==> src/rtl/rob_ctrl.sv <==
// Re-order buffer control: wrap-bit head/tail pointers with per-entry valid/done
// tracking, in-order commit, and a single-cycle flush state.
module rob_ctrl #(
    parameter int NUM_ENTRIES = 32,
    parameter int ADDR_LEN    = 5
) (
    input  logic                clk_i,
    input  logic                reset_i,
    input  logic                alloc_valid_i,
    output logic                alloc_ready_o,
    output logic [ADDR_LEN-1:0] alloc_tag_o,
    input  logic                cmpl_valid_i,
    input  logic [ADDR_LEN-1:0] cmpl_tag_i,
    output logic                commit_valid_o,
    input  logic                commit_ready_i,
    output logic [ADDR_LEN-1:0] commit_tag_o,
    input  logic                flush_i,
    output logic [ADDR_LEN:0]   count_o,
    output logic                empty_o,
    output logic                full_o
);

    localparam logic [0:0]        ST_RUN   = 1'b0;
    localparam logic [0:0]        ST_FLUSH = 1'b1;
    localparam logic [ADDR_LEN:0] PTR_ONE  = 1;

    logic [0:0]             state_q, state_d;
    logic [ADDR_LEN:0]      head_q, head_d;
    logic [ADDR_LEN:0]      tail_q, tail_d;
    logic [NUM_ENTRIES-1:0] valid_q, valid_d;
    logic [NUM_ENTRIES-1:0] done_q, done_d;

    logic [ADDR_LEN-1:0] head_idx;
    logic [ADDR_LEN-1:0] tail_idx;
    logic                in_run;
    logic                alloc_fire;
    logic                commit_fire;
    logic                cmpl_fire;

    assign head_idx = head_q[ADDR_LEN-1:0];
    assign tail_idx = tail_q[ADDR_LEN-1:0];
    assign in_run   = (state_q == ST_RUN);

    // Status outputs: all derived from registered state only.
    assign empty_o        = (head_q == tail_q);
    assign full_o         = (head_idx == tail_idx) && (head_q[ADDR_LEN] != tail_q[ADDR_LEN]);
    assign count_o        = tail_q - head_q;
    assign alloc_ready_o  = in_run && !full_o;
    assign alloc_tag_o    = tail_idx;
    assign commit_valid_o = in_run && !empty_o && done_q[head_idx];
    assign commit_tag_o   = head_idx;

    // A flush request squashes every other handshake in its cycle.
    assign alloc_fire  = alloc_valid_i && alloc_ready_o && !flush_i;
    assign commit_fire = commit_valid_o && commit_ready_i && !flush_i;

    // The head entry is already done when it commits, so a late completion for it is dropped.
    assign cmpl_fire = cmpl_valid_i && in_run && !flush_i && valid_q[cmpl_tag_i]
                       && !(commit_fire && (cmpl_tag_i == head_idx));

    always_comb begin
        // NOTE: every variable gets a default first so no path leaves it unassigned (no latches).
        state_d = state_q;
        head_d  = head_q;
        tail_d  = tail_q;
        valid_d = valid_q;
        done_d  = done_q;

        if (state_q == ST_FLUSH) begin
            valid_d = '0;
            done_d  = '0;
            head_d  = '0;
            tail_d  = '0;
            state_d = flush_i ? ST_FLUSH : ST_RUN;
        end else if (flush_i) begin
            state_d = ST_FLUSH;
        end else begin
            if (cmpl_fire) begin
                done_d[cmpl_tag_i] = 1'b1;
            end
            if (commit_fire) begin
                valid_d[head_idx] = 1'b0;
                done_d[head_idx]  = 1'b0;
                head_d            = head_q + PTR_ONE;
            end
            // Allocation never targets the head slot while a commit is possible (not full).
            if (alloc_fire) begin
                valid_d[tail_idx] = 1'b1;
                done_d[tail_idx]  = 1'b0;
                tail_d            = tail_q + PTR_ONE;
            end
        end
    end

    // NOTE: valid/done are control flops, not storage, so they are cleared by reset;
    // a reset mid-operation must discard every entry at once.
    always_ff @(posedge clk_i or negedge reset_i) begin
        if (!reset_i) begin
            // NOTE: sequential state uses non-blocking assignments so all flops update together.
            state_q <= ST_RUN;
            head_q  <= '0;
            tail_q  <= '0;
            valid_q <= '0;
            done_q  <= '0;
        end else begin
            state_q <= state_d;
            head_q  <= head_d;
            tail_q  <= tail_d;
            valid_q <= valid_d;
            done_q  <= done_d;
        end
    end

    // Structural invariants of the pointer/bit-vector bookkeeping.
    a_count_range: assert property (@(posedge clk_i) disable iff (!reset_i)
        int'(count_o) <= NUM_ENTRIES);
    a_empty_full_excl: assert property (@(posedge clk_i) disable iff (!reset_i)
        !(empty_o && full_o));
    a_valid_matches_count: assert property (@(posedge clk_i) disable iff (!reset_i)
        $countones(valid_q) == int'(count_o));
    a_done_subset_valid: assert property (@(posedge clk_i) disable iff (!reset_i)
        (done_q & ~valid_q) == '0);
    a_commit_valid_head: assert property (@(posedge clk_i) disable iff (!reset_i)
        commit_valid_o |-> valid_q[head_idx]);

endmodule
==> config.mk <==
export PLATFORM = sky130hd
export DESIGN_NAME = rob_ctrl
export DESIGN_NICKNAME = d
export VERILOG_FILES = /design/src/rtl/rob_ctrl.sv
export SDC_FILE = /design/constraint.sdc
export NUM_CORES = 1
export LEC_CHECK = 0
export ABC_AREA = 1
export BUFFER_PORTS_ARGS = -buffer_cell sky130_fd_sc_hd__buf_4
export CAP_MARGIN = 20
export CELL_PAD_IN_SITES_DETAIL_PLACEMENT = 1
export CELL_PAD_IN_SITES_GLOBAL_PLACEMENT = 1
export CORE_ASPECT_RATIO = 2
export CORE_MARGIN = 2
export CORE_UTILIZATION = 44
export CTS_BUF_LIST = sky130_fd_sc_hd__clkbuf_16
export DETAILED_ROUTE_END_ITERATION = 7
export PLACE_DENSITY = 0.92
export RECOVER_POWER = 100
export SETUP_SLACK_MARGIN = 0.5
export SYNTH_ARGS = -nofsm -noshare
export SYNTH_HDL_FRONTEND = slang
export SYNTH_SLANG_ARGS = --single-unit
==> constraint.sdc <==
create_clock -name clk_i -period 3.27 [get_ports clk_i]
set_clock_uncertainty 0.1 [all_clocks]
set_input_delay 0.4905 -clock clk_i [delete_from_list [all_inputs] [get_ports clk_i]]
set_output_delay 0.4905 -clock clk_i [all_outputs]
set_load 0.05 [all_outputs]
* Word level (Yosys, flattened, before mapping)
Index checks and enable logic that the tools add are counted.
** Cells by class
- Multiplexer cells :: 32
- Eq/ne operators :: 5
- Add/subtract/negate cells :: 3
- Bitwise gates (word level) :: 8
- Reduce and logical (&&, ||, !) cells :: 24
- Order comparisons :: 6
** Operator list (count)
- 2-to-1 mux 32 bit :: 15
- AND 32 bit :: 3
- inverter 32 bit :: 2
- bitwise OR 32 bit :: 2
- 2-to-1 mux 6 bit :: 6
- < comparator 5 x 6 -> 1 bit, second input constant :: 3
- logical AND 1 bit :: 16
- demux 1 bit (select 5 bit) :: 3
- >= comparator 5 x 1 -> 1 bit, second input constant :: 3
- adder 6 x 1 -> 6 bit, second input constant :: 2
- binary-select mux 1 bit (select 5 bit) :: 2
- == test 5 bit :: 2
- == test 6 bit :: 1
- 2-to-1 mux 1 bit :: 6
- subtractor 6 bit :: 1
- logical NOT 1 bit :: 4
- AND reduction 2 bit :: 2
- nonzero test 2 bit :: 2
- != test 2 x 1 -> 1 bit, second input constant :: 1
- != test 1 bit :: 1
- inverter 1 bit :: 1
** Storage, ports and cells
- Bits of input ports :: 11
- Flip-flop bits (word level) :: 77
- Output and inout port bits :: 20

* Logic depth before layout (Yosys ltp)
- Depth after elaboration :: 20
- Depth in mapped cells :: 18
- Depth with buffers taken out :: 15

* Worst setup path before layout
OpenSTA, ideal clock, no wires.
- Kind :: reg-to-output
- From :: register tail_q[0]
- To :: output port commit_valid_o
- Path slack :: 0.251 ns
- Arrival time :: 2.429 ns
- Stages on the path, launching flop included :: 10
- Path buffers :: 0
- Required time :: 2.679 ns
- Cell sequence :: dfrtp_1 inv_1 ha_1 inv_1 nor2_1 nand3_1 nor2_1 nor2_2 nand2_1 inv_1
** On the way
- Longest elaborated chain between the ends :: 4
** RTL lines
- start, declared :: line 29 : logic [ADDR_LEN:0] tail_q, tail_d;
- start signal, assigned :: line 108 : tail_q <= tail_d;
- == test 6 bit :: line 45 : assign empty_o = (head_q == tail_q);
- named net empty_o :: line 19 : output logic empty_o,
- logical NOT 1 bit :: line 50 : assign commit_valid_o = in_run && !empty_o && done_q[head_idx];
- logical AND 1 bit (2 in a row) :: line 50
- end, declared :: line 14 : output logic commit_valid_o,
The timed path passes the listed nets, and every way through them passes these cells.

* Worst setup path after layout
- From :: register head_q[0]
- To :: register done_q[27]
** On the way
- Longest elaborated chain between the ends :: 20
- Elaborated cells between the ends (all ways) :: 35
** RTL lines
- start, declared :: line 28 : logic [ADDR_LEN:0] head_q, head_d;
- start signal, assigned :: line 101 : head_q <= '0;
- start signal, assigned :: line 107 : head_q <= head_d;
- branches (longest 17 deep; another with 2-to-1 mux 32 bit)
- 2-to-1 mux 32 bit * :: line 87 : if (alloc_fire) begin
- 2-to-1 mux 32 bit * :: line 75 : end else if (flush_i) begin
- 2-to-1 mux 32 bit * :: line 69 : if (state_q == ST_FLUSH) begin
- end signal, assigned :: line 110 : done_q <= done_d;
- end, declared :: line 31 : logic [NUM_ENTRIES-1:0] done_q, done_d;
Every way passes the cells marked *. The select of a mux whose other input is x is not followed.
A chain may end at the register's enable or synchronous reset.

==> summary.md <==
| Metric | Value |
|---|---|
| Post-DP HPWL | about 16000 um |
| Layout Cells excl Fill | roughly 1100 |
| Total grt overflow | 0 |
| TritonCTS clock tree | done |
| Final Setup Violations | 0 |
| IO Pins | 31 |
| Dominant synthesized flop cell | dfrtp_1 |
| First-pass DRT Iterations | 5 |
| Period minus WS final | just under 3 ns |
| Slew margin rel. | -0.520 |
| DR vias | 6289 |
| DR DRC count | 0 |
| CTS Hold Bufs | 0 |
| Tcrit/Tclk final | 0.908 |
| Post-Place Cells | between 1000 and 1500 |
| Initial Util | 0.449 |
| Reg-to-reg slack, setup | between 0.3 and 0.4 ns |
| Final hold vios | 0 |
| HP Start | flush_i |
| Pwr Density | 366 mW/mm^2 |
| DRT Wirelength | between 20000 and 25000 um |
| Critical path launch point type | flop |
| Core area | between 0.01 and 0.015 sq mm |
| Post-DR wirelength/cell | ~23 um |
| Maxcap violations | 1 |
| Worst R2R Path Depth | 15 |
| Sink Count | 77 |
| Slowest stage cell, crit path | dfrtp_1 |
| TritonCTS Buffers | 9 |
| Syn Nets | between 800 and 900 |
| Post-synthesis cell count | 873 |
| Top post-synthesis cells by area | dfrtp_1, nand2_1, inv_1, nand3_1, nor2_1 |
| Clock Latency Late Sink | about 0.36 ns |
| Die H | 164 um |
| CP cell instances | buf_6 -> ha_2 -> inv_1 -> nor2_1 -> nand3_2 -> nor2_1 -> inv_1 -> nand3_1 -> nor2_1 -> buf_4 -> nand2_1 -> nand2_1 -> a21oi_1 -> nand2_1 -> nand2_1 |
| Nets | slightly above 900 |
| Yosys top cell by area | dfrtp_1 |
| Fillcell total | between 1500 and 2000 |
| Global-route wire length before repair | roughly 36000 um |
| Horiz. Die Dim | roughly 84 um |
| Std-Cell Rows | a little under 60 |
| Routed Antenna Nets | 0 |
| Psw | about 0.0006 W |
| Worst Tran Pin Value | 2.28 ns |
| Yosys warning count | 0 |
| IO buf count | 30 |
| Most used cell, CP | nand2_1 |
| Synth top area share | 0.344 |
| Share of power burned in registers | 0.408 |
| Syn_area_per_cell | ~6.4 sq um |
| Worst setup margin | 0.302 ns |
| CP max stage delay | approximately 0.50 ns |
| Worst hold path type | input port to flop |
| Maximum number of pins on one net before global-route repair | 37 |
| Share of cells above drive strength 1 | 0.140 |
| Internal power | about 0.0017 W |
| P_leak | between 3 and 4 nW |
| Vias in the first global route | ~6700 |
| CTS Buffer Depth | 2 |
| Total GRT Usage | 0.343 |
| Data required, critical path | approximately 3.5 ns |
| Worst EP arrival | 3.16 ns |
| Design Power | 0.00235 W |
| Sequential share of the synthesized area | 0.344 |
| Gpl congestion | a little under 1 |
| FF-to-FF End | done_q[27]$_DFFE_PN0P_ |
| Vias per inst | just under 6 |
| FFs w/ async S/R, synth | 1.00 |
| Maximum vdd drop | 0.000287 V |
| Placed Area | between 0.005 and 0.006 sq mm |
| Netlist cell types | 32 |
| Unrepaired setup endpoints after global routing | yes |
| Yosys reg bits | 77 |
| Root buf cell | clkbuf_16 |
| Clk slew on worst S/H paths | ~0.07 ns |
| EDFF count, synth | 0 |
| Setup_tns | 0 ns |
| CP Max Fanout | 7 |
| Initial antenna violation count | 0 |
| Most common cell in the synthesized netlist | nand2_1 |
| Combinational group share of total power | 0.084 |
| Endpoint of the worst hold path | state_q$_DFF_PN0_ |
| Ant diodes | 0 |
| Clk pwr share | 0.508 |
| Synthesis-to-finish area growth | 14.5% |
| Crit. End Element | flop |
| Worst Hold Depth | 1 |
| Max Clk Rate | approximately 340 MHz |
| FF-to-FF Start | head_q[0]$_DFFE_PN0P_ |
| DIE AREA | between 0.01 and 0.015 sq mm |
| DRT iter0 DRCs | between 600 and 700 |
| Mapped cell area | ~0.0056 sq mm |
| Sw frac | 0.259 |
| Max-slew violations | 37 |
| Most frequent cells after synthesis | nand2_1, inv_1, dfrtp_1 |
| Failing checks | capacitance limit, slew limit |
| Final Cell Area | approximately 0.0064 sq mm |
| Place WS | roughly 0.55 ns |
| Clock H-tree levels | 3 |
| Status | finished with violations |
| Critical path class | flop to flop |
==> power by group through the flow <==
| stage | clock [W] | combinational (W) | sequential (W) |
|---|---|---|---|
| 6_report | 0.00120 | 0.000196 | 0.000959 |
| 5_1_grt | 0.00123 | 0.000207 | 0.000959 |
| 4_1_cts | 0.00119 | 0.000190 | 0.000959 |
| 3_5_place_dp | 0 | 0.000186 | 0.000976 |
| 3_3_place_gp | 0 | 0.000182 | 0.000976 |
| 2_1_floorplan | 0 | 0.000105 | 0.000974 |
==> kinds of logic (layout without fill, tap and decap cells) <==
logic type | Yosys count | after routing | share of synthesized area
compound gates | 91 | 91 | 0.0904
xor+xnor | 8 | 8 | 0.0125
fa+ha+maj | 14 | 14 | 0.0326
buf+inv | 155 | 188 | 0.121
flops | 77 | 77 | 0.344
simple gates | 528 | 528 | 0.399
==> worst max-delay path, delay by kind of cell, from the launching register on <==
kind	cells	cell delay, ns
flip-flops	1	0.50
AO/OA/AOI/OAI	1	0.22
adder cells (fa/ha/maj)	1	0.31
buffers and inverters	4	0.51
AND/OR/NAND/NOR	9	1.26
==> flip-flops by register name, summed over array words and instances, names as in the netlist <==
name and count:
tail_q 6, head_q 6, state_q 1, done_q 32, valid_q 32
==> per-layer routing <==
| layer | GRT usage | share of wire | wire [um] |
|---|---|---|---|
| met4 | 0.284 | 0.087 | 2130 |
| met1 | 0.352 | 0.35 | 8420 |
| met3 | 0.0586 | 0.053 | 1290 |
| met2 | 0.601 | 0.51 | 12500 |
| met5 | 0 | 0 | 0 |
==> layout make-up <==
| class | count | area (sq um) | share of cell area |
|---|---|---|---|
| multi-input combinational | 641 | 3090 | 0.481 |
| clock inverter | 6 | 113 | 0.0176 |
| inverter | 116 | 450 | 0.0702 |
| tap | 150 | 188 | 0.0293 |
| timing repair buffer | 57 | 425 | 0.0663 |
| sequential | 77 | 1930 | 0.301 |
| clock buffer | 9 | 225 | 0.0351 |
==> worst max-delay path by stage <==
stage                                startpoint                 endpoint  slack, ns  depth (start not counted)
after CTS                 head_q[4]$_DFFE_PN0P_           commit_valid_o       0.49                          9
final                     head_q[0]$_DFFE_PN0P_   done_q[27]$_DFFE_PN0P_       0.30                         15
after global routing      head_q[0]$_DFFE_PN0P_   done_q[27]$_DFFE_PN0P_       0.18                         15
after detailed placement  head_q[1]$_DFFE_PN0P_  valid_q[21]$_DFFE_PN0P_       0.55                         10
after global placement    head_q[1]$_DFFE_PN0P_   valid_q[0]$_DFFE_PN0P_       0.60                         12
after floorplan           tail_q[0]$_DFFE_PN0P_           commit_valid_o       0.50                          9
==> stage by stage <==
stage,utilization,hold slack [ns]
finish,0.514,0.235
global placement,0.476,0.362
global route,0.514,0.227
detailed placement,0.476,0.368
CTS,0.506,0.0322
floorplan,-,0.0949
==> timing repair <==
action | CTS | global route
buffers inserted | 0 | 7
setup endpoints to repair | 6 | 55
endpoints found under the hold margin | 0 | 0
pin swaps | 1 | 5
gates resized for setup | 14 | 23
==> layout by cell type, fill, tap and decap left out, types with 3 or more instances in the layout <==
cell and n:
buf_4 41, o21ai_0 20, o21ai_1 26, nor3_4 5, nand3_1 43, nand2_1 384, ha_1 11, nor3_2 7
xor2_1 5, bufinv_16 3, inv_1 101, o21ai_2 11, nor2_4 4, clkbuf_16 9, a21oi_1 32, nor2_1 51
nand4_1 10, nor2_2 9, nor3_1 5, clkbuf_1 9, buf_6 3, dfrtp_1 75, inv_2 11, nor4_1 3
Power figures use the tool's default switching activity.
